### src/rtl/load_pkg.sv
// Types shared by the load path: access sizes, load-unit FSM states and size decoding.
package load_pkg;

    typedef enum logic [1:0] {
        LS_BYTE   = 2'd0,
        LS_HALF   = 2'd1,
        LS_WORD   = 2'd2,
        LS_DOUBLE = 2'd3
    } load_size_e;

    typedef enum logic [2:0] {
        ST_IDLE   = 3'd0,
        ST_ISSUE0 = 3'd1,
        ST_WAIT0  = 3'd2,
        ST_ISSUE1 = 3'd3,
        ST_WAIT1  = 3'd4,
        ST_RESP   = 3'd5,
        ST_DRAIN  = 3'd6
    } load_state_e;

    function automatic int unsigned size_bytes(load_size_e size);
        return 32'd1 << size;
    endfunction

endpackage

### src/rtl/load_extract.sv
// Combinational merge of one or two bus beats into a right-aligned, sign/zero-extended value.
module load_extract
    import load_pkg::*;
#(
    parameter int XLEN = 64,
    localparam int BYTES = XLEN / 8,
    localparam int OFF_W = $clog2(BYTES)
) (
    input  logic [XLEN-1:0]  beat0_i,
    input  logic [XLEN-1:0]  beat1_i,
    input  logic [OFF_W-1:0] off_i,
    input  logic [1:0]       size_i,
    input  logic             signed_i,
    input  logic             split_i,
    output logic [XLEN-1:0]  data_o
);
    localparam int SH_W  = $clog2(XLEN) + 1;
    localparam int IDX_W = $clog2(XLEN);

    logic [XLEN-1:0]  raw;
    logic [XLEN-1:0]  keep_mask;
    logic [SH_W-1:0]  nbits;
    logic [SH_W-1:0]  hi_shift;
    logic [IDX_W-1:0] lo_shift;
    logic [IDX_W-1:0] sign_idx;

    always_comb begin
        lo_shift = {off_i, 3'b000};
        hi_shift = SH_W'(XLEN) - SH_W'(lo_shift);
        raw      = beat0_i >> lo_shift;
        if (split_i) begin
            raw = raw | (beat1_i << hi_shift);
        end
        // An access as wide as the bus (or wider) is a plain pass-through.
        if (size_bytes(load_size_e'(size_i)) >= BYTES) begin
            nbits = SH_W'(XLEN);
        end else begin
            nbits = SH_W'(8 * size_bytes(load_size_e'(size_i)));
        end
        keep_mask = (nbits == SH_W'(XLEN)) ? '1 : ~({XLEN{1'b1}} << nbits);
        sign_idx  = IDX_W'(nbits - SH_W'(1));
        data_o    = raw & keep_mask;
        if (signed_i && raw[sign_idx]) begin
            data_o = data_o | ~keep_mask;
        end
    end

endmodule

### src/rtl/load_align_unit.sv
// Load unit between MEM and the data-memory port: issues one or two aligned reads,
// merges the beats and returns the right-aligned, extended result on a valid/ready channel.
module load_align_unit
    import load_pkg::*;
#(
    parameter int XLEN  = 64,
    parameter int TAG_W = 5
) (
    input  logic             clk,
    input  logic             reset,
    input  logic             req_valid,
    output logic             req_ready,
    input  logic [XLEN-1:0]  req_addr,
    input  logic [1:0]       req_size,
    input  logic             req_signed,
    input  logic [TAG_W-1:0] req_tag,
    output logic             mem_req_valid,
    input  logic             mem_req_ready,
    output logic [XLEN-1:0]  mem_req_addr,
    input  logic             mem_resp_valid,
    input  logic [XLEN-1:0]  mem_resp_data,
    output logic             resp_valid,
    input  logic             resp_ready,
    output logic [XLEN-1:0]  resp_data,
    output logic [TAG_W-1:0] resp_tag,
    output logic             resp_split,
    output logic             load_stall,
    input  logic             flush
);
    localparam int BYTES = XLEN / 8;
    localparam int OFF_W = $clog2(BYTES);
    localparam logic [XLEN-1:0] BASE_MASK = ~XLEN'(BYTES - 1);
    localparam logic [XLEN-1:0] WORD_STEP = XLEN'(BYTES);

    load_state_e      state_q, state_d;
    logic [XLEN-1:0]  addr_q, beat0_q, resp_data_q;
    logic [XLEN-1:0]  mem_req_addr_q, mem_req_addr_d;
    load_size_e       size_q;
    logic             signed_q, split_q;
    logic [TAG_W-1:0] tag_q;
    logic             req_ready_q, mem_req_valid_q, resp_valid_q, load_stall_q;
    logic             accept, req_split;
    logic [XLEN-1:0]  ext_beat0, ext_data;

    assign accept    = (state_q == ST_IDLE) && req_valid && !flush;
    assign req_split = (int'(req_addr[OFF_W-1:0]) + int'(size_bytes(load_size_e'(req_size)))) > BYTES;
    // A non-split load completes straight out of WAIT0, before beat0_q has been written.
    assign ext_beat0 = (state_q == ST_WAIT0) ? mem_resp_data : beat0_q;

    load_extract #(.XLEN(XLEN)) u_extract (
        .beat0_i  (ext_beat0),
        .beat1_i  (mem_resp_data),
        .off_i    (addr_q[OFF_W-1:0]),
        .size_i   (size_q),
        .signed_i (signed_q),
        .split_i  (split_q),
        .data_o   (ext_data)
    );

    always_comb begin
        state_d = state_q;
        case (state_q)
            ST_IDLE:   if (accept) state_d = ST_ISSUE0;
            // A flushed issue the bus still accepted leaves a response to swallow.
            ST_ISSUE0: if (flush) state_d = mem_req_ready ? ST_DRAIN : ST_IDLE;
                       else if (mem_req_ready) state_d = ST_WAIT0;
            ST_WAIT0:  if (flush) state_d = mem_resp_valid ? ST_IDLE : ST_DRAIN;
                       else if (mem_resp_valid) state_d = split_q ? ST_ISSUE1 : ST_RESP;
            ST_ISSUE1: if (flush) state_d = mem_req_ready ? ST_DRAIN : ST_IDLE;
                       else if (mem_req_ready) state_d = ST_WAIT1;
            ST_WAIT1:  if (flush) state_d = mem_resp_valid ? ST_IDLE : ST_DRAIN;
                       else if (mem_resp_valid) state_d = ST_RESP;
            ST_RESP:   if (flush || resp_ready) state_d = ST_IDLE;
            ST_DRAIN:  if (mem_resp_valid) state_d = ST_IDLE;
            default:   state_d = ST_IDLE;
        endcase

        case (state_d)
            ST_ISSUE0: mem_req_addr_d = ((state_q == ST_IDLE) ? req_addr : addr_q) & BASE_MASK;
            ST_ISSUE1: mem_req_addr_d = (addr_q & BASE_MASK) + WORD_STEP;
            default:   mem_req_addr_d = '0;
        endcase
    end

    always_ff @(posedge clk) begin
        if (reset) begin
            state_q         <= ST_IDLE;
            req_ready_q     <= 1'b1;
            mem_req_valid_q <= 1'b0;
            mem_req_addr_q  <= '0;
            resp_valid_q    <= 1'b0;
            resp_data_q     <= '0;
            load_stall_q    <= 1'b0;
            addr_q          <= '0;
            size_q          <= LS_BYTE;
            signed_q        <= 1'b0;
            split_q         <= 1'b0;
            tag_q           <= '0;
            beat0_q         <= '0;
        end else begin
            state_q         <= state_d;
            req_ready_q     <= (state_d == ST_IDLE);
            mem_req_valid_q <= (state_d == ST_ISSUE0) || (state_d == ST_ISSUE1);
            mem_req_addr_q  <= mem_req_addr_d;
            resp_valid_q    <= (state_d == ST_RESP);
            load_stall_q    <= (state_d != ST_IDLE);
            if (accept) begin
                addr_q   <= req_addr;
                size_q   <= load_size_e'(req_size);
                signed_q <= req_signed;
                split_q  <= req_split;
                tag_q    <= req_tag;
            end
            if ((state_q == ST_WAIT0) && mem_resp_valid) begin
                beat0_q <= mem_resp_data;
            end
            if ((state_d == ST_RESP) && (state_q != ST_RESP)) begin
                resp_data_q <= ext_data;
            end
        end
    end

    assign req_ready     = req_ready_q;
    assign mem_req_valid = mem_req_valid_q;
    assign mem_req_addr  = mem_req_addr_q;
    assign resp_valid    = resp_valid_q;
    assign resp_data     = resp_data_q;
    assign resp_tag      = tag_q;
    assign resp_split    = split_q;
    assign load_stall    = load_stall_q;

endmodule

### config.mk
export PLATFORM = sky130hd
export DESIGN_NAME = load_align_unit
export DESIGN_NICKNAME = d
export VERILOG_FILES = /design/src/rtl/load_pkg.sv /design/src/rtl/load_extract.sv /design/src/rtl/load_align_unit.sv
export SDC_FILE = /design/constraint.sdc
export NUM_CORES = 1
export LEC_CHECK = 0
export BUFFER_PORTS_ARGS = -buffer_cell sky130_fd_sc_hd__buf_2
export CORE_ASPECT_RATIO = 1.1
export CORE_MARGIN = 5
export CORE_UTILIZATION = 52
export DETAILED_ROUTE_END_ITERATION = 8
export PLACE_DENSITY = 0.75
export SETUP_SLACK_MARGIN = 0.5
export SYNTH_ARGS = -nofsm -noshare
export SYNTH_HDL_FRONTEND = slang
export SYNTH_SLANG_ARGS = --single-unit
### constraint.sdc
create_clock -name clk -period 5 [get_ports clk]
set_input_delay 1.25 -clock clk [delete_from_list [all_inputs] [get_ports clk]]
set_output_delay 1.25 -clock clk [all_outputs]
set_load 0.02 [all_outputs]
==> flow_summary.toml <==
[power_and_ir_drop]
peakVddDrop_uv = 236.6
power.switching_mw = 1.651
leakage_nw = 6.756
p_comb_share_pct = 18.6
p_per_area_nw_per_um2 = 301.6
pwr-share-clk_pct = 38.2
finalPower_mw = 5.367
p_sw_share_pct = 30.77
seqPwrFrac_pct = 43.2
p_int_mw = 3.716

[detailed_routing]
drc_errors = 0
vias_per_cell = 6.391
drt_first_iter_violations = 1672
vias = 16020
antenna_left = 0
first_pass_iters = 6
post_drt_wl_per_cell_um = 23.02
wl_um = 57700

[cts]
clk_latency_ns = 0.58
cts_root_buf = "clkbuf_16"
cts_resized = 0
cts.sink_count = 269
cts_hold_buf = 0
cts_max_level = 1
numCtsBuffers = 28
cts_setup_buffers = 0
clk_pin_slew_worst_paths_ns = 0.06
clockBufferDepth = 3
cts_tree = "built"

[synthesis]
synth_seq_cells = 269
synth-xor-area-share_pct = 0.6837
synth_edf_count = 0
synth_flop_cell = "dfxtp_1"
synthAdderAreaFrac_pct = 0.6023
synth_top_family_by_area = "compound AO/OA/AOI/OAI gates"
yosysTopAreaCell = "dfxtp_1"
synth_compound_area_share_pct = 21.44
synth_top_area_share_pct = 35.03
yosys_warnings = 0
synth_area_um2 = 15370
synth_mux_area_share_pct = 16.62
netlist_instances = 1917
synthArstFlopShare_pct = 0
synth_area_leaders = "dfxtp_1 (35%), mux2i_1 (11%), nand2_1 (9.9%)"
yosysSeqAreaShare_pct = 35.03
ys_types = 82
synth-simple-area-share_pct = 20.79
synth_area_per_cell_um2 = 8.019

[timing]
max_freq_ghz = 0.2654
hold_viol = 0
drv_slew = 0
rsz0062_at_grt = "no"
finalCritPeriodShare_pct = 75.35
finalCriticalPeriod_ns = 3.767
setup_viol = 0
skew_ns = 0.03346
setup_tns_ns = 0
tightest_slew_ns = 1.316
maxSlewHeadroom_pct = 11.95

[grt]
overflow = 0
grt_pass1_vias = 15090
grt_util_all_layers_pct = 32.96
antenna_found_initial = 5
grt_pass1_wl_um = 87420
grt_start_max_net_pins = 83

[die]
die-area_um2 = 33100
initial_core_util_pct = 52.29
die_x_um = 173.9
die_h_um = 190.3
placementRows = 66
coreArea_um2 = 29400
ioPinCount = 281

[setup_path]
path_cells = "inv_2 -> ha_2 -> xnor2_1 -> nor2_2 -> buf_4 -> a221oi_1 -> o21ai_0 -> a22o_1"
cp-end-kind = "register"
r2r_setup_slack_ns = 1.23
crit_family = "compound AO/OA/AOI/OAI gates"
required_ns = 5.46
cp_slowest_stage_delay_ns = 0.99
slowest_stage = "xnor2_1"
critPathMaxFanout = 44
path_buf_inv = 2
cp_data_arrival_time_ns = 4.23
cp-start-kind = "register"
critPathKind = "reg -> reg"

[finish]
area_growth_pct = 15.77
final_nets = 2256
utilization_pct = 60.53
drive_above_1_share_pct = 19.50
fillCellCount = 2694
final_cells = 2506

[job]
drv_cap = 0

[run_status]
status = "completed"

[placed_design]
hpwl_um = 41210
portBuffers = 277
dp_cells = 2451
gp_routability_congestion = 0.9828

[hold_path]
min-delay-path-class = "reg -> reg"
layer usage:
layer / wire [um] / vias to the layer above / global-route usage, %
met4: 3807 / 2 / 19.19
met5: 13 / - / 0
met1: 22230 / 7562 / 41.55
met2: 26710 / 939 / 54.14
met3: 4940 / 204 / 4.759
li1: - / 7310 / -
per-stage QoR:
step / cell area (um^2) / hold WS (ns) / setup WS, ns
after floorplan: 15380 / 0.4357 / 1.285
after global placement: 16910 / 0.4397 / 0.9662
after detailed placement: 16910 / 0.4461 / 0.8798
after CTS: 17790 / 0.4540 / 1.264
after global routing: 17800 / 0.4699 / 1.039
final: 17800 / 0.4533 / 1.233
Yosys cell counts (all sizes together), types with 7 or more instances:
cell type	instances
nand2	405
dfxtp	269
a21oi	234
mux2i	172
nor2	111
clkbuf	99
o21ai	79
buf	53
nor3	48
a22o	41
mux4	34
nand3	32
o211ai	24
inv	23
a221oi	19
nand4	19
a31oi	18
o22ai	18
a211oi	17
nor4	17
nor2b	16
a22oi	15
nor3b	14
and3	10
or3	10
xnor2	10
o22a	9
nand2b	8
a311oi	7
and2	7
placed cells by master (no fill, tap or decap), drive strengths merged, types with 34 or more instances in the layout:
master	Yosys	routed
clkbuf	99	44
nor3	48	48
buf	53	310
a21oi	234	234
mux4	34	34
nand2	405	405
o21ai	79	79
mux2i	172	172
a22o	41	41
dfxtp	269	269
nor2	111	111
worst paths after layout:
path          startpoint            end  depth (start not counted)
max            addr_q[0]  resp_data[32]                          8
min          beat0_q[48]    beat0_q[48]                          2
max reg2reg    addr_q[0]  resp_data[32]                          8
min reg2reg  beat0_q[48]    beat0_q[48]                          2
worst register-to-register path, cell delays in order (launching register included):
cell and delay, ns:
dfxtp_4 0.76, inv_2 0.09, ha_2 0.29, xnor2_1 0.99, nor2_2 0.15, buf_4 0.36
a221oi_1 0.35, o21ai_0 0.37, a22o_1 0.31
registers in the layout (all words and copies together) (netlist names):
| name | flops |
|---|---|
| addr_q | 64 |
| beat0_q | 64 |
| resp_data | 64 |
| mem_req_addr | 61 |
| resp_tag | 5 |
| state_q | 3 |
| size_q | 2 |
| load_stall | 1 |
| mem_req_valid | 1 |
| req_ready | 1 |
| resp_split | 1 |
| resp_valid | 1 |
| signed_q | 1 |
power groups by stage:
stage	logic (mW)	registers (mW)	clock network (mW)
after floorplan	0.607	2.36	0
after global placement	0.960	2.36	0
after detailed placement	0.972	2.36	0
after CTS	0.977	2.31	2.06
after global routing	1.06	2.33	2.15
final	0.999	2.32	2.05
logic make-up (layout without fill, tap and decap cells):
kind of cell	Yosys count	count (layout)
adder cells (fa/ha/maj)	7	7
buffers and inverters	176	385
other	1	7
XOR/XNOR	12	12
multiplexers	212	212
AND/OR/NAND/NOR	717	717
flip-flops	269	269
AO/OA/AOI/OAI	523	523
area by class of cell:
type                    instances  area [um^2]  share of cell area (%)
diodes                          4        10.01                 0.05625
clock buffers                  44        800.8                   4.500
clock inverters                 7        78.83                  0.4429
inverters                      24        90.09                  0.5062
multi-input cells            1474         9293                   52.22
flip-flops and latches        269         5390                   30.29
well taps                     374        467.9                   2.630
repair buffers                310         1665                   9.358
(Power assumes the default switching activity.)
